<file path="config.mk">
export PLATFORM = sky130hd
export DESIGN_NAME = reflet_run_ctrl
export DESIGN_NICKNAME = d
export VERILOG_FILES = /design/src/rtl/reflet_run_pkg.sv /design/src/rtl/reflet_sat_counter.sv /design/src/rtl/reflet_run_ctrl.sv
export SDC_FILE = /design/constraint.sdc
export NUM_CORES = 1
export LEC_CHECK = 0
export BUFFER_PORTS_ARGS = -buffer_cell sky130_fd_sc_hd__buf_4
export CORE_ASPECT_RATIO = 0.75
export CORE_UTILIZATION = 30
export CTS_CLUSTER_SIZE = 25
export DETAILED_ROUTE_END_ITERATION = 10
export MAX_ROUTING_LAYER = met4
export PLACE_DENSITY = 0.46
export SLEW_MARGIN = 20
export SYNTH_ARGS = -nofsm -noshare
export SYNTH_HDL_FRONTEND = slang
export SYNTH_SLANG_ARGS = --single-unit
</file>
<file path="constraint.sdc">
create_clock -name clk -period 3.8 [get_ports clk]
set_clock_uncertainty 0.1 [all_clocks]
set_input_delay 0.57 -clock clk [delete_from_list [all_inputs] [get_ports clk]]
set_output_delay 0.57 -clock clk [all_outputs]
set_load 0.02 [all_outputs]
</file>
<file path="src/rtl/reflet_run_pkg.sv">
// Shared definitions for the Reflet run controller: FSM state encoding and
// default timing parameters.
package reflet_run_pkg;

   typedef enum logic [1:0] {
      ST_IDLE = 2'd0,
      ST_HOLD = 2'd1,
      ST_RUN  = 2'd2,
      ST_DONE = 2'd3
   } run_state_e;

   localparam int DEFAULT_RESET_DELAY = 50;
   localparam int DEFAULT_TIMEOUT     = 1000;

   // The hold counter counts RESET_DELAY-1 down to 0.
   function automatic int hold_width(input int delay);
      return (delay > 1) ? $clog2(delay) : 1;
   endfunction

endpackage

</file>
<file path="src/rtl/reflet_sat_counter.sv">
// Up-counter with synchronous clear and increment enable; optionally holds at
// all-ones instead of wrapping. Exposes its next value for same-cycle decisions.
module reflet_sat_counter #(
   parameter int   W        = 8,
   parameter logic SATURATE = 1'b1
) (
   input  logic         clk,
   input  logic         reset,
   input  logic         clr,
   input  logic         inc,
   output logic [W-1:0] count,
   output logic [W-1:0] count_next
);

   logic [W-1:0] count_q, count_d;
   logic         at_max;

   assign at_max = &count_q;

   always_comb begin
      count_d = count_q;
      if (clr) begin
         count_d = '0;
      end else if (inc && !(SATURATE && at_max)) begin
         count_d = count_q + 1'b1;
      end
   end

   always_ff @(posedge clk or negedge reset) begin
      if (!reset) begin
         count_q <= '0;
      end else begin
         count_q <= count_d;
      end
   end

   assign count      = count_q;
   assign count_next = count_d;

endmodule

</file>
<file path="src/rtl/reflet_run_ctrl.sv">
// Run controller for the Reflet CPU: holds the CPU in reset, then gates its
// enable in free-run or single-step mode until quit, timeout or abort.
module reflet_run_ctrl
   import reflet_run_pkg::*;
#(
   parameter int RESET_DELAY = DEFAULT_RESET_DELAY,
   parameter int TIMEOUT     = DEFAULT_TIMEOUT,
   parameter int CYC_W       = 16,
   parameter int DBG_W       = 8
) (
   input  logic             clk,
   input  logic             reset,
   input  logic             start,
   input  logic             abort,
   input  logic             step_mode,
   input  logic             step,
   input  logic [DBG_W-1:0] expected_debug,
   input  logic             quit,
   input  logic             debug,
   output logic             cpu_reset,
   output logic             cpu_enable,
   output logic             running,
   output logic             done,
   output logic             pass,
   output logic             timed_out,
   output logic [CYC_W-1:0] cycle_count,
   output logic [DBG_W-1:0] debug_count
);

   localparam int               HOLD_W    = hold_width(RESET_DELAY);
   localparam logic [HOLD_W-1:0] HOLD_LOAD = HOLD_W'(RESET_DELAY - 1);
   localparam logic [CYC_W-1:0]  CYC_LIMIT = CYC_W'(TIMEOUT);

   run_state_e        state_q, state_d;
   logic [HOLD_W-1:0] hold_q, hold_d;
   logic              cpu_reset_q, cpu_reset_d;
   logic              cpu_enable_q, cpu_enable_d;
   logic              done_q, done_d;
   logic              pass_q, pass_d;
   logic              timed_out_q, timed_out_d;

   logic             launch, run_en, cyc_inc, dbg_inc, hit_timeout;
   logic [CYC_W-1:0] cyc_next;
   logic [DBG_W-1:0] dbg_next;

   // A cycle counts only when the CPU was actually enabled and no abort lands on it.
   always_comb begin
      launch      = start && !abort && (state_q == ST_IDLE || state_q == ST_DONE);
      run_en      = (state_q == ST_RUN) && cpu_enable_q && !abort;
      cyc_inc     = run_en;
      dbg_inc     = run_en && debug;
      hit_timeout = cyc_inc && (cyc_next == CYC_LIMIT);
   end

   reflet_sat_counter #(.W(CYC_W), .SATURATE(1'b1)) u_cycle_cnt (
      .clk        (clk),
      .reset      (reset),
      .clr        (launch),
      .inc        (cyc_inc),
      .count      (cycle_count),
      .count_next (cyc_next)
   );

   reflet_sat_counter #(.W(DBG_W), .SATURATE(1'b1)) u_debug_cnt (
      .clk        (clk),
      .reset      (reset),
      .clr        (launch),
      .inc        (dbg_inc),
      .count      (debug_count),
      .count_next (dbg_next)
   );

   always_comb begin
      state_d     = state_q;
      hold_d      = hold_q;
      pass_d      = pass_q;
      timed_out_d = timed_out_q;

      if (abort) begin
         state_d = ST_IDLE;
      end else begin
         case (state_q)
            ST_IDLE, ST_DONE: begin
               if (start) begin
                  state_d     = ST_HOLD;
                  hold_d      = HOLD_LOAD;
                  pass_d      = 1'b0;
                  timed_out_d = 1'b0;
               end
            end
            ST_HOLD: begin
               if (hold_q == '0) begin
                  state_d = ST_RUN;
               end else begin
                  hold_d = hold_q - 1'b1;
               end
            end
            ST_RUN: begin
               // quit takes priority over a timeout landing on the same cycle
               if (quit) begin
                  state_d     = ST_DONE;
                  pass_d      = (dbg_next == expected_debug);
                  timed_out_d = 1'b0;
               end else if (hit_timeout) begin
                  state_d     = ST_DONE;
                  pass_d      = 1'b0;
                  timed_out_d = 1'b1;
               end
            end
            default: state_d = ST_IDLE;
         endcase
      end

      // Outputs are derived from the next state so they are registered alongside it.
      cpu_reset_d  = (state_d == ST_RUN) || (state_d == ST_DONE);
      cpu_enable_d = (state_d == ST_RUN) && (!step_mode || step);
      done_d       = (state_d == ST_DONE);
   end

   always_ff @(posedge clk or negedge reset) begin
      if (!reset) begin
         state_q      <= ST_IDLE;
         hold_q       <= '0;
         cpu_reset_q  <= 1'b0;
         cpu_enable_q <= 1'b0;
         done_q       <= 1'b0;
         pass_q       <= 1'b0;
         timed_out_q  <= 1'b0;
      end else begin
         state_q      <= state_d;
         hold_q       <= hold_d;
         cpu_reset_q  <= cpu_reset_d;
         cpu_enable_q <= cpu_enable_d;
         done_q       <= done_d;
         pass_q       <= pass_d;
         timed_out_q  <= timed_out_d;
      end
   end

   assign cpu_reset  = cpu_reset_q;
   assign cpu_enable = cpu_enable_q;
   assign running    = (state_q == ST_RUN);
   assign done       = done_q;
   assign pass       = pass_q;
   assign timed_out  = timed_out_q;

endmodule

</file>
# == Yosys cells after proc, flatten, opt, wreduce, memory -nomap -nowiden ==
# Index checks and enable logic that the tools add are counted.
# Widths: inputs -> output; s select.
# word_totals
ff_bits,37
inputBits,16
out_inout_bits,30
word_cells,68
# op_classes
add_sub_neg,3
eq_ne,10
muxes,20
n_bitwise,1
reduce_logical,25
# ops
operator,n
$mux 16,2
$add 16x1->16 const B,1
$eq 16x10->1 const B,1
$mux 8,2
$reduce_and 16->1,1
$mux 6,2
$pmux 6 s2,1
$mux 2,5
$logic_and 1x1->1,9
$add 8x1->8 const B,1
$eq 2x2->1 const B,4
$eq 8x8->1,1
$reduce_and 4->1,2
$reduce_and 8->1,1
$logic_not 6->1,1
$pmux 2 s3,1
$sub 6x1->6 const B,1
$mux 1,5
$logic_not 1->1,4
$ne 2x2->1 const B,2
$pmux 1 s2,2
$reduce_bool 2->1,2
$logic_or 1x1->1,3
$ne 3x2->1 const B,1
other kinds (4),4

# == Depth between registers and ports, before layout ==
# Gate-level depths: netlist of the first run.
# depth
ltp_word,14
ltp_mapped,12
mapped_depth_nobuf,10

# == Cells and area by module ==
# A second synthesis of the first run with hierarchy kept.
# unflattened
hier_cells,225
hier_area_um2,2258.4
# modules_own_cells
mod,instances,cells_each,area_per_inst_um2,seq_area_each_um2
reflet_sat_counter (u_cycle_cnt),1,88,927.1,400.4
reflet_run_ctrl,1,95,895.9,325.3
reflet_sat_counter (u_debug_cnt),1,42,435.4,200.2

# == Least setup slack after synthesis of the first run ==
# Ideal clock, no wire load.
# synth_path
kind,reg2reg
start,reg state_q[0]
end,reg pass_q (netlist: pass)
setup_time_ns,0.128
arrival_ns,3.003
t_required_ns,3.572
setup_slack_ns,0.569
path_stages_with_launch,12
path_buffers,1
synth_period_minus_slack_ns,3.231
path_cell_list,dfrtp_1 > inv_1 > ha_1 > buf_6 > nand3b_1 > nor4_1 > mux2i_1 > o311ai_1 > or4_1 > nor4_2 > o21ai_1 > mux2_1
# synth_via
elab_chain_len,10
# synth_rtl
element,line_no,rtl
"start, declared",reflet_run_ctrl.sv:34,"run_state_e state_q, state_d;"
"start signal, assigned",reflet_run_ctrl.sv:130,state_q <= state_d;
$eq 2x2->1 *,n/a,
named net running,reflet_run_ctrl.sv:22,"output logic running,"
$logic_and 1x1->1 (2 in series),reflet_run_ctrl.sv:49,run_en = (state_q == ST_RUN) && cpu_enable_q && !abort;
$logic_and 1x1->1 (on tied branches),"reflet_sat_counter.sv:24, reflet_run_ctrl.sv:51",
$mux 16 or $logic_and 1x1->1 (tied branches),reflet_sat_counter.sv:24,end else if (inc && !(SATURATE && at_max)) begin
$mux 16 or $mux 8 (tied branches),"reflet_sat_counter.sv:22, reflet_sat_counter.sv:24",
$eq 16x10->1 or $mux 8 (tied branches),"reflet_run_ctrl.sv:52, reflet_sat_counter.sv:22",
$logic_and 1x1->1 or $eq 8x8->1 (tied branches),"reflet_run_ctrl.sv:52, reflet_run_ctrl.sv:102",
$ne 3x2->1 (no line) or $mux 1 (tied branches),n/a,
$reduce_and 4->1 (no line) or $pmux 1 s2 (tied branches),n/a,
"end signal, assigned",reflet_run_ctrl.sv:135,pass_q <= pass_d;
"end, declared",reflet_run_ctrl.sv:39,"logic pass_q, pass_d;"
# Mark *: on every way through the listed nets, which the timed path passes. The rest lies on a longest branch.
# A chain may end at the register's enable or synchronous reset.

# == Final worst setup path of the first run ==
# layout_path
start,reg state_q[0]
end,reg pass_q (netlist: pass)
# layout_via
elab_chain_len,10
# layout_rtl
element,line_no
$eq 2x2->1,"reflet_run_ctrl.sv:49, reflet_run_ctrl.sv:82"
$logic_and 1x1->1 (2 in series),reflet_run_ctrl.sv:49
$logic_and 1x1->1 (on tied branches),"reflet_sat_counter.sv:24, reflet_run_ctrl.sv:51"
$mux 16 or $logic_and 1x1->1 (tied branches),reflet_sat_counter.sv:24
$mux 16 or $mux 8 (tied branches),"reflet_sat_counter.sv:22, reflet_sat_counter.sv:24"
$eq 16x10->1 or $mux 8 (tied branches),"reflet_run_ctrl.sv:52, reflet_sat_counter.sv:22"
$logic_and 1x1->1 or $eq 8x8->1 (tied branches),"reflet_run_ctrl.sv:52, reflet_run_ctrl.sv:102"
$ne 3x2->1 (no line) or $mux 1 (tied branches),n/a
$reduce_and 4->1 (no line) or $pmux 1 s2 (tied branches),n/a
# Parallel ways exist; a longest one is shown, timed or not.

==> impl_metrics.json, run 1 <==
{
  "p_clk_frac": 0.400,
  "drc": 0,
  "async_flop_share": 1.000,
  "ys_warn_count": 0,
  "cts_tree": "yes",
  "synth_top_area_cell": "dfrtp_1",
  "synthDominantCellAreaShare": 0.3899,
  "worstHoldPathType": "in2async",
  "r2r_end": "pass",
  "ir_drop_v": 0.0001835,
  "syn_nets": 276,
  "status": "finished clean",
  "place_hpwl_mm": 4.718,
  "cts_root_buf": "clkbuf_8",
  "die-width_um": 104.7,
  "viasPerCell": 5.200,
  "post_route_cells_drive_above_1_share": 0.2409,
  "drv_slew": 0,
  "startpoint_type": "register",
  "p_seq_frac": 0.467,
  "totalWireLength_mm": 6.469,
  "rr_startpoint": "state_q[0]",
  "cts_buffers": 5,
  "comb_power_share": 0.133,
  "min_period_ps": 3329,
  "synth_edf_count": 0,
  "ys_types": 57,
  "grt_pass1_wl_mm": 10.97,
  "worst-r2r-setup-slack_ps": 470,
  "drtAntennaViolNets": 0,
  "critical_path_buf_inv_count": 1,
  "std_cell_rows": 27,
  "first_pass_iters": 4,
  "critPathArrivalTime_ps": 3410,
  "core_area_mm2": 0.007500,
  "grt_max_degree": 38,
  "drtIter0Drc": 72,
  "slowest_delay_ps": 500,
  "final_common_cell": "buf_4",
  "first_global_vias": 2086,
  "critPathKind": "reg2reg",
  "clock_sinks": 37,
  "fin_cells": 404,
  "setup-tns-final_ps": 0,
  "synth_ff_type": "dfrtp_1",
  "ys_ff_latch": 37,
  "antenna_found_initial": 0,
  "grt-ovfl-total": 0,
  "crit_path_end_kind": "register",
  "final_hold_viol_count": 0,
  "crit_chain": "inv_1 > ha_1 > nand3b_1 > nor4_1 > mux2i_1 > o311ai_1 > or4_1 > nor4_2 > o21ai_1 > mux2_1",
  "cellPowerDensity_mw_per_mm2": 313.1,
  "cts_hold_buf": 0,
  "power_leakage_uw": 0.001321,
  "insertion_delay_ps": 290,
  "cts_resized": 0,
  "slew_headroom": 0.4632,
  "cp_slowest_cell": "or4_1",
  "ios": 46,
  "clockBufferDepth": 2,
  "max_freq_mhz": 300.4,
  "die_h_um": 79.05,
  "grt_setup_unrepaired": "false",
  "io_buffers": 45,
  "post-route-period-util": 0.8761,
  "final_cell_mix": "buf_4, dfrtp_1, nor2_1",
  "syn_inst": 254,
  "routed-via-count": 2101,
  "setup_violations": 0,
  "syn_to_final_growth_pct": 23.18,
  "ys_seq_area_frac": 0.3899,
  "required_ps": 3880,
  "p_int_uw": 676.2,
  "nNetsFinal": 324,
  "sw_frac_of_total": 0.2617,
  "wire_per_inst_um": 16.01,
  "syn_area_per_cell_um2": 9.350,
  "reg2reg_depth": 10,
  "gp_congestion": 0.8251,
  "grt_usage": 0.1743,
  "die-area_mm2": 0.008279,
  "synth_area_mm2": 0.002375,
  "post_cts_buffers": 0,
  "clkTransAtPathRegs_ps": 80,
  "cp_max_fo": 10,
  "path_delay_family": "simple AND/OR/NAND/NOR gates",
  "dp_cells": 396,
  "num_antenna_cells": 0,
  "htreeDepth": 2,
  "drv_cap": 0,
  "synth_area_leaders": "dfrtp_1, nor2_1, nor3_1, xor2_1, ha_1",
  "p_sw_uw": 239.7,
  "floorplan.initialDensity": 0.3167,
  "tightest_slew_ps": 803.9
}
-- metal layers --
layer | wire [µm] | track usage
met5 | 0 | -
met4 | 65 | 0.05211
met3 | 313 | 0.03202
met2 | 2686 | 0.2450
met1 | 3404 | 0.2523
-- worst reg2reg max path: cells and delay by family, from the launching register on --
family,cells,cell delay [ps]
and+or+nand+nor,4,1460
DFF,1,410
muxes,2,570
buffers and inverters,1,90
AOI/OAI and AO/OA,2,230
adders and majority gates,1,350
-- registers in the layout, indices dropped and copies added, names as in the netlist --
name,count
u_debug_cnt.count,8
pass,1
done,1
hold_q,6
timed_out,1
cpu_reset,1
u_cycle_cnt.count,16
state_q,2
cpu_enable,1
-- metrics by stage --
stage / instance area (µm²) / worst slack, ps / total power [µW] / utilization / hold slack [ps]
6_report: 2925 / 470.8 / 916.0 / 0.3901 / 134.6
2_1_floorplan: 2375 / 569.1 / 515.0 / - / 174.4
3_5_place_dp: 2805 / 469.7 / 557.9 / 0.3740 / 390.9
5_1_grt: 2925 / 110.4 / 975.3 / 0.3901 / 169.8
3_3_place_gp: 2805 / 599.9 / 560.0 / 0.3740 / 391.6
4_1_cts: 2925 / 454.3 / 930.4 / 0.3901 / 158.7
-- Yosys cell counts (5+ instances only) --
master     n
a211oi_1   5
nor2_1    28
o211ai_1   5
nand2_1   18
mux2i_1    5
nor3_1    16
dfrtp_1   37
nand4_1   10
xor2_1     9
ha_1       6
inv_1     10
nand3_1    8
xnor2_1    7
a21oi_1    8
o21ai_0   12
-- final cells by class --
type                       count  area (µm²)
sequential                    37       925.9
timing repair buffer          49       367.9
clock buffer                   6       82.58
multi-input combinational    199        1348
inverter                      10       37.54
tap                          101       126.4
clock inverter                 2       37.54
fill                         780        4574
-- how the worst max path moves through the flow --
stage	start	end	slack [ps]	cells after the start
global placement	state_q[0]	pass	600	10
detailed placement	state_q[0]	pass	470	10
global route	state_q[0]	pass	110	10
floorplan	state_q[0]	pass	570	11
CTS	state_q[0]	pass	450	10
finish	state_q[0]	pass	470	10
-- power groups by stage --
stage               combinational, µW  clock (µW)  sequential [µW]
floorplan                        82.7           0              432
global placement                  124           0              436
detailed placement                123           0              435
CTS                               123         380              427
global route                      139         404              432
finish                            122         366              428
-- logic make-up (layout without fill, tap and decap cells) --
logic type,Yosys count,in the layout,synth area share
multiplexers,7,7,0.03056
adder cells (fa/ha/maj),6,6,0.03161
AND/OR/NAND/NOR,113,113,0.2803
flip-flops,37,37,0.3899
buffers and inverters,18,67,0.04267
XOR/XNOR,16,16,0.05901
AO/OA/AOI/OAI,57,57,0.1660
Power figures use the tool's default switching activity.
==> run 2, diff against run 1 <==
- CORE_UTILIZATION: 30 -> 45
- HOLD_SLACK_MARGIN: not set -> 0.15
- PLACE_DENSITY: 0.46 -> 0.64
==> run 2 against run 1 <==
  * Utilization grew 18 points
  * Sequential share of layout area is 1.0 points higher
  * Non-clock buffer count fell by 1
  * Critical endpoint unchanged
  * Setup slack worse by 36 ps
  * Combinational power hardly changed
  * Largest power group unchanged
  * Cell count is 7.9% lower
==> impl_metrics.json, run 2 (synthesis gave the netlist of run 1 again) <==
{
  "clock_sinks": 37,
  "fin_area_mm2": 0.002835,
  "largest_reg_flops": 16,
  "startpoint_type": "register",
  "cts_resized": 0,
  "htreeDepth": 2,
  "grt_usage": 0.2335,
  "num-fill-cells": 450,
  "gp_congestion": 0.8666,
  "worstHoldPathType": "in2async",
  "grt_pass1_wl_mm": 9.811,
  "tightest_slew_ps": 767.4,
  "power_leakage_uw": 0.001299,
  "floorplan.initialDensity": 0.4766,
  "status": "finished clean",
  "std_cell_rows": 22,
  "drc": 0,
  "drv_cap": 0,
  "die-area_mm2": 0.005575,
  "first_global_vias": 1959,
  "finalPower_uw": 805.0,
  "die_h_um": 64.91,
  "critPathKind": "reg2reg",
  "drtAntennaViolNets": 0,
  "drv_slew": 0,
  "post_route_cells_drive_above_1_share": 0.2333,
  "clkTransAtPathRegs_ps": 80,
  "ir_drop_v": 0.0002058,
  "crit_path_end_kind": "register",
  "critical_path_buf_inv_count": 1,
  "grt_setup_unrepaired": "false",
  "cellPowerDensity_mw_per_mm2": 283.9,
  "insertion_delay_ps": 290,
  "viasPerCell": 5.737,
  "cts_buffers": 5,
  "final_common_cell": "buf_4",
  "slowest_delay_ps": 490,
  "core_area_mm2": 0.004982,
  "path_delay_family": "simple AND/OR/NAND/NOR gates",
  "grt-ovfl-total": 0,
  "crit_chain": "inv_1 > ha_1 > nand3b_1 > nor4_1 > mux2i_1 > o311ai_1 > or4_1 > nor4_2 > o21ai_1 > mux2_1",
  "final_hold_viol_count": 0,
  "cts_root_buf": "clkbuf_8",
  "cts_hold_buf": 0,
  "busiest_layer": "met1",
  "post_cts_buffers": 0,
  "die-width_um": 85.89,
  "drtIter0Drc": 142,
  "cp_max_fo": 10,
  "slew_headroom": 0.4876,
  "use_met3": 0.05223,
  "cts_tree": "yes",
  "ios": 46,
  "grt_max_degree": 38,
  "io_buffers": 45,
  "antenna_found_initial": 0,
  "routed-via-count": 2134,
  "startpoint": "state_q[0]",
  "required_ps": 3870,
  "met2_usage": 0.3056,
  "cp_slowest_cell": "or4_1",
  "wire_per_inst_um": 15.65,
  "syn_to_final_growth_pct": 19.39,
  "first_pass_iters": 4,
  "critPathArrivalTime_ps": 3440,
  "rr_startpoint": "state_q[0]",
  "max_freq_mhz": 297.2,
  "nNetsFinal": 323,
  "grt.met1_usage": 0.3561,
  "totalWireLength_mm": 5.823,
  "place_hpwl_mm": 4.314,
  "postPlaceCellArea_mm2": 0.002761,
  "setup_violations": 0,
  "final_cell_mix": "buf_4, dfrtp_1, nor2_1",
  "num_antenna_cells": 0,
  "setup-tns-final_ps": 0,
  "clockBufferDepth": 2,
  "post-route-period-util": 0.8856,
  "min_period_ps": 3365
}
## run 2: cell types whose count changed in the layout (fill, tap and decap cells not counted), sizes merged
cell and delta:
clkbuf -1, clkinv +1, bufinv -1, clkinvlp -1, buf -1
## run 2: worst register-to-register path, delay by kind of cell (launching register included)
| family | cells | cell delay, ps |
|---|---|---|
| buf+inv | 1 | 100 |
| fa+ha+maj | 1 | 350 |
| flops | 1 | 420 |
| mux | 2 | 590 |
| simple gates | 4 | 1470 |
| compound gates | 2 | 230 |
## run 2: metrics by stage
| step | std cells | util | worst slack, ps | hold WS (ps) |
|---|---|---|---|---|
| 6_report | 372 | 0.5691 | 434.8 | 139.4 |
| 5_1_grt | 372 | 0.5691 | 268.1 | 180.3 |
| 4_1_cts | 372 | 0.5691 | 460.0 | 156.4 |
| 3_5_place_dp | 366 | 0.5542 | 477.9 | 396.9 |
| 3_3_place_gp | 366 | 0.5542 | 622.1 | 389.3 |
| 2_1_floorplan | 254 | - | 569.1 | 174.4 |
## run 2: final cells by class
type                       instances  area [µm²]  share of cell area
clock buffer                       5       68.82             0.02427
tap                               72       90.09             0.03177
inverter                          10       37.54             0.01324
clock inverter                     1       5.005            0.001765
sequential                        37       925.9              0.3266
timing repair buffer              48       360.3              0.1271
multi-input combinational        199        1348              0.4753
## run 2: worst paths after layout
check	slack (ps)	cells after the start	to
min in group clk	420	1	pass
setup / recovery	430	10	pass
max in group asynchronous	3100	1	hold_q[3]
hold / removal	140	1	u_debug_cnt.count[4]
setup reg to reg	430	10	pass
hold reg to reg	420	1	pass
## run 2: report_power, final
| part | internal [µW] | leakage (µW) | total (µW) | switching [µW] |
|---|---|---|---|---|
| combinational | 51.0 | 0.000757 | 121 | 69.9 |
| clock | 121 | 0.0000399 | 256 | 135 |
| sequential | 412 | 0.000502 | 429 | 16.8 |
| total | 584 | 0.00130 | 805 | 221 |
## run 2: layer usage
layer | wire length, µm | part of all wire
met4 | 74 | 0.013
met5 | 0 | 0
met3 | 345 | 0.059
met1 | 3036 | 0.52
met2 | 2367 | 0.41
==> run 3, diff against run 2 <==
- CORE_UTILIZATION: 45 -> 55
- PLACE_DENSITY: 0.64 -> 0.76
==> run 3 against run 2 <==
  * Utilization grew 12 points
  * Flip-flop and latch count unchanged
  * Critical endpoint unchanged
  * Setup slack gained 15 ps
  * Routed wire length is 2.2% higher
  * Total power is 6.8% higher
  * Via count is 1.7% higher
  * Largest power group unchanged
==> impl_metrics.json, run 3 (synthesis gave the netlist of run 1 again) <==
{
  "nNetsFinal": 322,
  "clockBufferDepth": 2,
  "syn_to_final_growth_pct": 19.44,
  "gp_congestion": 0.9364,
  "grt_setup_unrepaired": "false",
  "post-route-period-util": 0.8817,
  "grt_max_degree": 38,
  "floorplan.initialDensity": 0.5787,
  "post_route_cells_drive_above_1_share": 0.2326,
  "clock_sinks": 37,
  "htreeDepth": 2,
  "num_antenna_cells": 0,
  "final_hold_viol_count": 0,
  "antenna_found_initial": 0,
  "first_global_vias": 2028,
  "die-width_um": 77.88,
  "fin_cells": 356,
  "ios": 46,
  "status": "finished clean",
  "max_freq_mhz": 298.5,
  "drc": 0,
  "startpoint_type": "register",
  "cts_root_buf": "clkbuf_8",
  "grt-ovfl-total": 0,
  "ir_drop_v": 0.0003013,
  "setup-tns-final_ps": 0,
  "final_common_cell": "buf_4",
  "final_cell_mix": "buf_4, dfrtp_1, nor2_1",
  "grt_usage": 0.2949,
  "critPathArrivalTime_ps": 3440,
  "largest_reg_flops": 16,
  "die-area_mm2": 0.004587,
  "drtAntennaViolNets": 0,
  "slew_headroom": 0.4502,
  "critPathKind": "reg2reg",
  "dp_cells": 347,
  "drv_slew": 0,
  "core_area_mm2": 0.004104,
  "worstHoldPathType": "in2reg",
  "first_pass_iters": 4,
  "totalWireLength_mm": 5.951,
  "drtIter0Drc": 203,
  "std_cell_rows": 20,
  "wire_per_inst_um": 16.72,
  "insertion_delay_ps": 300,
  "multi_input_area_mm2": 0.001348,
  "io_buffers": 45,
  "cellPowerDensity_mw_per_mm2": 303.1,
  "viasPerCell": 6.098,
  "tightest_slew_ps": 823.4,
  "cts_buffers": 5,
  "setup_violations": 0,
  "routed-via-count": 2171,
  "crit_path_end_kind": "register",
  "power_leakage_uw": 0.001308,
  "grt_pass1_wl_mm": 9.901,
  "cts_tree": "yes",
  "required_ps": 3890,
  "drv_cap": 0,
  "cts_resized": 0,
  "num-fill-cells": 345,
  "die_h_um": 58.91,
  "min_period_ps": 3350,
  "post_cts_buffers": 0,
  "cp_max_fo": 10,
  "place_hpwl_mm": 4.304,
  "clkTransAtPathRegs_ps": 70,
  "seqCellArea_um2": 925.9
}
run 3: cell types whose count changed in the layout (fill, tap and decap cells not counted):
| cell | before | now |
|---|---|---|
| clkbuf_8 | 5 | 7 |
| buf_4 | 48 | 46 |
| dlygate4sd3_1 | 0 | 1 |
run 3: what timing repair did:
item,in CTS,in global routing
hold buffers,1,0
endpoints found under the setup margin,0,0
endpoints found under the hold margin,37,0
run 3: critical path: stages, from the launching register on:
cell,delay [ps]
dfrtp_1,420
inv_1,90
ha_1,350
nand4b_1,150
nor3_1,450
nand2_1,130
xor2_1,190
or4_1,550
nor4_2,360
o21ai_1,130
mux2_1,310
run 3: area by class of cell:
type / instances / share of cell area
inverter: 10 / 0.01323
tap: 55 / 0.02426
clock buffer: 7 / 0.03397
clock inverter: 1 / 0.001764
timing repair buffer: 47 / 0.1253
multi-input combinational: 199 / 0.4751
sequential: 37 / 0.3264
run 3: metrics by stage:
step | instance area [µm²] | utilization | total power (µW) | hold WS (ps) | worst slack [ps]
after global routing | 2836 | 0.6912 | 891.6 | 419.6 | 250.7
after global placement | 2725 | 0.6640 | 550.3 | 390.3 | 623.6
after CTS | 2836 | 0.6912 | 860.7 | 399.2 | 514.9
after floorplan | 2375 | - | 515.0 | 174.4 | 569.1
after detailed placement | 2725 | 0.6640 | 553.6 | 400.5 | 544.7
final | 2836 | 0.6912 | 859.6 | 409.9 | 449.5
run 3: per-layer routing:
layer,vias to the layer above,track usage,part of all wire
met5,-,-,0
met2,84,0.4020,0.42
met4,0,0.1024,0.013
met1,1037,0.4352,0.50
li1,1042,-,-
met3,8,0.05426,0.072
run 3: final timing paths:
path                                 start                    to  slack, ps  cells after the start
worst max-delay path            state_q[0]                  pass        450                     10
worst min-delay path                 abort             cpu_reset        410                      2
worst max register to register  state_q[0]                  pass        450                     10
worst min register to register   hold_q[1]             hold_q[1]        420                      1
max in group asynchronous            reset  u_cycle_cnt.count[4]       2590                      2
min in group asynchronous            reset  u_debug_cnt.count[4]        680                      2
run 3: power by group:
part           total, µW  internal [µW]  switching, µW
clock                312            164            148
combinational        119           49.8           69.3
sequential           429            412           17.5
